[config.mk]
export PLATFORM = sky130hd
export DESIGN_NAME = routing_mux_reg
export DESIGN_NICKNAME = d
export VERILOG_FILES = /design/src/rtl/routing_pkg.sv /design/src/rtl/rr_arbiter.sv /design/src/rtl/routing_mux_reg.sv
export SDC_FILE = /design/constraint.sdc
export NUM_CORES = 1
export LEC_CHECK = 0
export BUFFER_PORTS_ARGS = -buffer_cell sky130_fd_sc_hd__buf_2
export CORE_MARGIN = 2
export CORE_UTILIZATION = 25
export DETAILED_ROUTE_END_ITERATION = 10
export PLACE_DENSITY = 0.58
export REMOVE_ABC_BUFFERS = 1
export SLEW_MARGIN = 0
export SYNTH_ARGS = -nofsm -noshare
export SYNTH_HDL_FRONTEND = slang
export SYNTH_SLANG_ARGS = --single-unit
[constraint.sdc]
create_clock -name clk -period 1.5 [get_ports clk]
set_clock_uncertainty 0.2 [all_clocks]
set_input_delay 0 -clock clk [delete_from_list [all_inputs] [get_ports clk]]
set_output_delay 0 -clock clk [all_outputs]
set_load 0.03 [all_outputs]
[src/rtl/routing_pkg.sv]
// Shared constants for the routing mux: select encoding and arbitration modes.
// WIDTH normally comes from OPERAND_SIZE in params.v; a fallback keeps standalone builds working.
`ifndef OPERAND_SIZE
`define OPERAND_SIZE 8
`endif

package routing_pkg;

    typedef enum logic {
        MODE_DIRECT = 1'b0,
        MODE_RR     = 1'b1
    } mode_e;

    localparam int SEL_ZERO = 0;

    // Channels occupy select codes 1..n, so the all-ones constant sits just above them.
    function automatic int SEL_ONES(input int n);
        return n + 1;
    endfunction

endpackage

[src/rtl/rr_arbiter.sv]
// Round-robin grant search: first requesting channel at or after ptr, wrapping modulo NUM_IN.
// Purely combinational; the pointer register lives in the router.
module rr_arbiter #(
    parameter int NUM_IN = 4,
    parameter int IDX_W  = $clog2(NUM_IN)
) (
    input  logic [NUM_IN-1:0] req,
    input  logic [IDX_W-1:0]  ptr,
    output logic [NUM_IN-1:0] grant,
    output logic [IDX_W-1:0]  grant_idx,
    output logic              any_req
);

    // Walk offsets from farthest to nearest so the closest requester after ptr wins.
    always_comb begin
        grant     = '0;
        grant_idx = '0;
        any_req   = 1'b0;
        for (int off = NUM_IN - 1; off >= 0; off--) begin
            for (int i = 0; i < NUM_IN; i++) begin
                if (req[i] && ((int'(ptr) + off == i) || (int'(ptr) + off == i + NUM_IN))) begin
                    grant     = '0;
                    grant[i]  = 1'b1;
                    grant_idx = IDX_W'(i);
                    any_req   = 1'b1;
                end
            end
        end
    end

endmodule

[src/rtl/routing_mux_reg.sv]
// Registered N-input router with valid/ready output stage and constant zero/ones sources.
// Define ROUTER_RR_EN to compile in round-robin arbitration selected by the mode input.
module routing_mux_reg
    import routing_pkg::*;
#(
    parameter int WIDTH  = `OPERAND_SIZE,
    parameter int NUM_IN = 4,
    parameter int SEL_W  = $clog2(NUM_IN + 2)
) (
    input  logic                    clk,
    input  logic                    rst,
    input  logic [SEL_W-1:0]        sel,
    input  logic                    mode,
    input  logic [NUM_IN*WIDTH-1:0] in_data,
    input  logic [NUM_IN-1:0]       in_valid,
    output logic [NUM_IN-1:0]       in_ready,
    output logic [WIDTH-1:0]        out_data,
    output logic [SEL_W-1:0]        out_src,
    output logic                    out_valid,
    input  logic                    out_ready
);

    localparam logic [SEL_W-1:0] SEL_ZERO_V = SEL_W'(SEL_ZERO);
    localparam logic [SEL_W-1:0] SEL_ONES_V = SEL_W'(SEL_ONES(NUM_IN));

    logic                   ld_ok;
    logic                   load;
    logic [WIDTH-1:0]       nxt_data;
    logic [SEL_W-1:0]       nxt_src;
    logic [NUM_IN-1:0]      rdy;

    logic                   d_load;
    logic [WIDTH-1:0]       d_data;
    logic [SEL_W-1:0]       d_src;
    logic [NUM_IN-1:0]      d_ready;

    // The output register can take a word when empty or when it drains this cycle.
    assign ld_ok = !out_valid || out_ready;

    // Direct select: constants are always valid, out-of-range codes fall back to zeros.
    always_comb begin
        d_load  = ld_ok;
        d_data  = '0;
        d_src   = SEL_ZERO_V;
        d_ready = '0;
        if (sel == SEL_ONES_V) begin
            d_data = '1;
            d_src  = SEL_ONES_V;
        end
        for (int k = 0; k < NUM_IN; k++) begin
            if (sel == SEL_W'(k + 1)) begin
                d_load     = ld_ok && in_valid[k];
                d_data     = in_data[k*WIDTH +: WIDTH];
                d_src      = sel;
                d_ready[k] = ld_ok;
            end
        end
    end

`ifdef ROUTER_RR_EN
    localparam int IDX_W = $clog2(NUM_IN);

    logic                   rr_active;
    logic [IDX_W-1:0]       ptr;
    logic [NUM_IN-1:0]      grant;
    logic [IDX_W-1:0]       grant_idx;
    logic                   any_req;
    logic [WIDTH-1:0]       g_data;

    assign rr_active = (mode_e'(mode) == MODE_RR);

    rr_arbiter #(
        .NUM_IN (NUM_IN),
        .IDX_W  (IDX_W)
    ) u_arb (
        .req       (in_valid),
        .ptr       (ptr),
        .grant     (grant),
        .grant_idx (grant_idx),
        .any_req   (any_req)
    );

    always_comb begin
        g_data = '0;
        for (int k = 0; k < NUM_IN; k++) begin
            if (grant_idx == IDX_W'(k)) begin
                g_data = in_data[k*WIDTH +: WIDTH];
            end
        end
    end

    always_comb begin
        if (rr_active) begin
            load     = ld_ok && any_req;
            nxt_data = g_data;
            nxt_src  = SEL_W'(grant_idx) + SEL_W'(1);
            rdy      = ld_ok ? grant : '0;
        end else begin
            load     = d_load;
            nxt_data = d_data;
            nxt_src  = d_src;
            rdy      = d_ready;
        end
    end

    // The pointer only moves on an accepted round-robin transfer and survives mode switches.
    always_ff @(posedge clk) begin
        if (rst) begin
            ptr <= '0;
        end else if (rr_active && load) begin
            ptr <= (int'(grant_idx) == NUM_IN - 1) ? '0 : grant_idx + 1'b1;
        end
    end
`else
    logic unused_mode;
    assign unused_mode = mode;

    always_comb begin
        load     = d_load;
        nxt_data = d_data;
        nxt_src  = d_src;
        rdy      = d_ready;
    end
`endif

    assign in_ready = rst ? '0 : rdy;

    // A load in the same edge as a drain simply replaces the word, keeping out_valid high.
    always_ff @(posedge clk) begin
        if (rst) begin
            out_valid <= 1'b0;
            out_data  <= '0;
            out_src   <= '0;
        end else if (load) begin
            out_valid <= 1'b1;
            out_data  <= nxt_data;
            out_src   <= nxt_src;
        end else if (out_ready) begin
            out_valid <= 1'b0;
        end
    end

endmodule

# Word-level counts from Yosys, hierarchy flattened
# Index checks and enable logic that the tools add are counted.
dict set report word_totals {
  input_bits 43
  output_inout_bits 16
  word_cells 36
  regBits 12
}
dict set report op_classes {
  reduce_logical 7
  n_eq_ne 5
  muxes 21
}
# cell n
set op_table {}
lappend op_table {{8-bit 2-to-1 mux} 5}
lappend op_table {{3-bit 2-to-1 mux} 5}
lappend op_table {{1-bit 2-to-1 mux} 10}
lappend op_table {{3-bit by 2-bit == test with 1-bit output (second input constant)} 2}
lappend op_table {{3-bit == test (second input constant)} 2}
lappend op_table {{1-bit logical AND} 4}
lappend op_table {{4-bit 2-to-1 mux} 1}
lappend op_table {{3-bit by 1-bit == test with 1-bit output (second input constant)} 1}
lappend op_table {{2-bit nonzero test} 1}
lappend op_table {{1-bit logical NOT} 1}
lappend op_table {{1-bit logical OR} 1}

# Logic depth before layout (Yosys ltp)
dict set report depth {
  ltp_word 8
  depth_mapped 6
  depth_no_buf 4
}

# Least setup slack after synthesis
# No wires, ideal clock.
dict set report synth_timing {
  path_type {register to output}
  startpoint {register out_valid}
  endpoint {output in_ready[3]}
  arrival_time_ns 1.595
  stages_incl_launch_ff 3
  n_path_buf 0
  required_time_ns 1.300
  slack_ns -0.295
  path_cell_list {dfxtp_1 > nor2b_1 > nor4_1}
}
dict set report synth_between {
  elab_chain_cells 4
}
# item line
set synth_rtl {}
lappend synth_rtl {{start, declared} routing_mux_reg.sv:19} ;# output logic out_valid,
lappend synth_rtl {{start signal, assigned} routing_mux_reg.sv:131} ;# out_valid <= 1'b0;
lappend synth_rtl {{start signal, assigned} routing_mux_reg.sv:135} ;# out_valid <= 1'b1;
lappend synth_rtl {{start signal, assigned} routing_mux_reg.sv:139} ;# out_valid <= 1'b0;
lappend synth_rtl {{1-bit logical NOT} routing_mux_reg.sv:38} ;# assign ld_ok = !out_valid || out_ready;
lappend synth_rtl {{1-bit logical OR} routing_mux_reg.sv:38}
lappend synth_rtl {{1-bit 2-to-1 mux} routing_mux_reg.sv:51} ;# if (sel == SEL_W'(k + 1)) begin
lappend synth_rtl {{4-bit 2-to-1 mux} routing_mux_reg.sv:126} ;# assign in_ready = rst ? '0 : rdy;
lappend synth_rtl {{end, declared} routing_mux_reg.sv:16} ;# output logic [NUM_IN-1:0] in_ready,
# Every way passes these cells.

# Worst setup path in the final report
dict set report layout_timing {
  startpoint {register out_valid}
  endpoint {output in_ready[0]}
}
# Same word-level chain as after synthesis.

==> flow_metrics.py <==
metrics = {
    "grt": {
        "groute.usage.overall_pct": 15.5,
        "grt_pass1_vias": 1011,
        "antenna_found_initial": 0,
        "grt_pass1_wl_um": 4310,
        "grt_max_degree": 18,
        "grt_overflow": 0,
    },
    "yosys": {
        "netlist.area_leader.share_pct": 29.3,
        "ys_seq_elements": 12,
        "async_flop_share_pct": 0,
        "yosysWarnings": 0,
        "post-synth-top-area-cell": "dfxtp_1",
        "synthFlopType": "dfxtp_1",
        "synthesis.area_um2": 821,
        "synth_cells": 106,
        "ys_seq_area_share_pct": 29.3,
        "synth-edff-count": 0,
        "ys_top_cells_by_area": "dfxtp_1, a21oi_1, mux2i_1",
        "avgSynthCellArea_um2": 7.74,
        "yosysUniqueCellTypes": 21,
    },
    "hold_path": {
        "min_path_type": "in -> reg",
        "worstHoldStart": "in_data[2]",
        "hold_path_end": "out_data[2]",
        "whs_path_depth": 5,
    },
    "routing": {
        "wire_per_inst_um": 12.7,
        "final_antenna_net_count": 0,
        "drcViolationCount": 0,
        "drt_pass1_iterations": 4,
        "via_per_inst": 4.92,
        "routed_wl_um": 2830,
        "via_count": 1093,
        "drt_iter0_drc": 30,
    },
    "layout": {
        "fin_cells": 222,
        "diodes": 0,
        "drive_gt1_share_pct": 45.5,
        "area_growth_pct": 70.9,
        "final_nets": 223,
    },
    "sta": {
        "slew_headroom_pct": 69.3,
        "period_minus_slack_ns": 1.50,
        "drv_slew": 0,
        "tightest_slew_ns": 0.458,
        "fin_crit_sh_pct": 99.8,
        "timing.fmax_ghz": 0.668,
        "hold_violations": 0,
        "rsz0062_at_grt": "yes",
        "setup_viol": 0,
        "hold_slack_ns": 0.0392,
    },
    "floorplan": {
        "core_area_um2": 3080,
        "rows": 20,
        "initial_core_util_pct": 26.7,
        "die_w_um": 61.3,
        "die-area_um2": 3760,
        "io_pins": 59,
        "die_h_um": 61.3,
    },
    "clock_network": {
        "clk_pin_slew_ns": 0.07,
        "cts_sinks": 12,
        "htreeDepth": 1,
        "clk_path_buf_depth": 2,
        "insertion_delay_ns": 0.26,
        "clock-root-buffer": "clkbuf_4",
        "cts_tree": "built",
        "cts_made_buffers": 3,
    },
    "worst_setup_path": {
        "worst_path_largest_cell_delay_ns": 0.33,
        "rrSetupSlack_ns": 0.05,
        "end_kind": "output pin",
        "critical_path.top_delay_family": "simple AND/OR/NAND/NOR gates",
        "worst-setup-path-type": "reg -> out",
        "worst_path_max_delay_cell": "dfxtp_2",
        "critPathMaxFanout": 4,
        "regToRegEndpoint": "out_data[5]",
        "arrival_ns": 1.30,
        "cp.required_ns": 1.30,
        "critPathLaunchType": "register",
        "timing.rr.start": "out_valid",
        "rr_worst_depth": 4,
        "cp_cell_sequence": "nor2b_4, buf_6, nor2_4, nand2_2, nor3_2, buf_4",
        "cp_num_buf_inv": 2,
    },
    "pwr": {
        "vdd_drop_max_mv": 0.272,
        "leakage_uw": 0.000632,
        "cellPowerDensity_nw_per_um2": 665,
    },
    "place": {
        "dp_cells": 205,
        "gp_congestion": 0.863,
        "dp_hpwl_um": 2120,
        "port_buffers": 57,
    },
    "flow_run": {
        "cap_violations": 0,
    },
    "outcome": {
        "status": "finished clean",
    },
}
==> per-stage QoR <==
stage | TNS (ns) | util [%] | worst slack [ns] | power [µW] | instance area (µm²)
after global placement | 0 | 38.5 | 0.0471 | 695 | 1180
after floorplan | -2.70 | - | -0.295 | 541 | 772
after detailed placement | -0.254 | 38.5 | -0.0511 | 701 | 1180
after global routing | -0.216 | 45.6 | -0.0640 | 994 | 1400
final | 0 | 45.6 | 0.00303 | 932 | 1400
after CTS | -0.0621 | 44.3 | -0.0621 | 926 | 1360
==> where the power goes <==
group          switching [µW]  leakage, µW  total [µW]  internal (µW)
clock                    97.6    0.0000138         190           92.7
sequential               13.6    0.0000991         359            346
combinational             207     0.000519         383            176
total                     318     0.000632         932            614
==> cell families after synthesis <==
logic type      count (synthesis)  share of synthesized area (%)
compound gates                 41                           29.7
simple gates                   34                           24.1
flops                          12                           29.3
buf+inv                        10                           5.94
mux                             9                           11.0
==> how the worst max path moves through the flow <==
| stage | to | cells past startpoint | startpoint | slack, ns |
|---|---|---|---|---|
| CTS | in_ready[0] | 6 | out_valid | -0.06 |
| global route | in_ready[2] | 6 | out_valid | -0.06 |
| finish | in_ready[0] | 6 | out_valid | 0.003 |
| floorplan | in_ready[3] | 2 | out_valid | -0.29 |
| global placement | out_src[1] | 4 | out_valid | 0.05 |
| detailed placement | out_data[5] | 4 | out_valid | -0.05 |
==> what timing repair did <==
item,CTS,global route
gates resized for setup,6,13
buffers inserted,1,0
endpoints found under the setup margin,14,15
hold buffers,13,0
hold endpoints to repair,12,0
pin swaps,1,2
==> Yosys cell counts (all sizes together), types with 2 or more instances <==
master  count
a21oi      20
dfxtp      12
o21ai      10
mux2i       9
or3         9
nand4       8
o22ai       8
clkbuf      6
buf         4
nor2        4
nor2b       3
nand2       2
nand2b      2
nand3       2
nor3        2
nor4        2
==> final cells by class <==
type / instances / area, µm²
Fill cell: 316 / 1680
Sequential cell: 12 / 241
Tap cell: 44 / 55.1
Multi-Input combinational cell: 84 / 571
Clock buffer: 3 / 22.5
Timing Repair Buffer: 79 / 513
==> flip-flops by register name (all words and copies together), names as in the netlist <==
name       flops
out_src        3
out_valid      1
out_data       8
==> worst register-to-register path, cell delays in order (launching register included) <==
cell     delay (ns)
dfxtp_2        0.33
nor2b_4        0.14
a221o_2        0.41
o21ai_1        0.17
a21oi_1        0.08
==> cell usage in the layout, fill, tap and decap left out, types with 2 or more instances in the layout <==
cell type	synthesis	final
nor3_2	1	2
clkbuf_4	0	3
nor2_1	4	2
o22ai_1	8	8
mux2i_1	9	9
buf_2	3	53
buf_4	0	10
o21ai_1	10	8
or3_1	9	9
nor2b_1	3	2
nand4_1	8	8
o21ai_2	0	2
nand3_1	2	2
dfxtp_1	12	11
nand2b_1	2	2
a21oi_1	20	20
dlygate4sd3_1	0	13
buf_6	1	2
nor4_1	2	2
==> per-layer routing <==
metal,vias up,wire [µm],track usage [%],part of all wire (%)
li1,557,-,-,-
met4,0,8,2.80,0.28
met2,28,1430,28.7,50
met3,2,109,4.62,3.9
met5,-,0,0,0
met1,506,1280,17.6,45
Power figures use the tool's default switching activity.
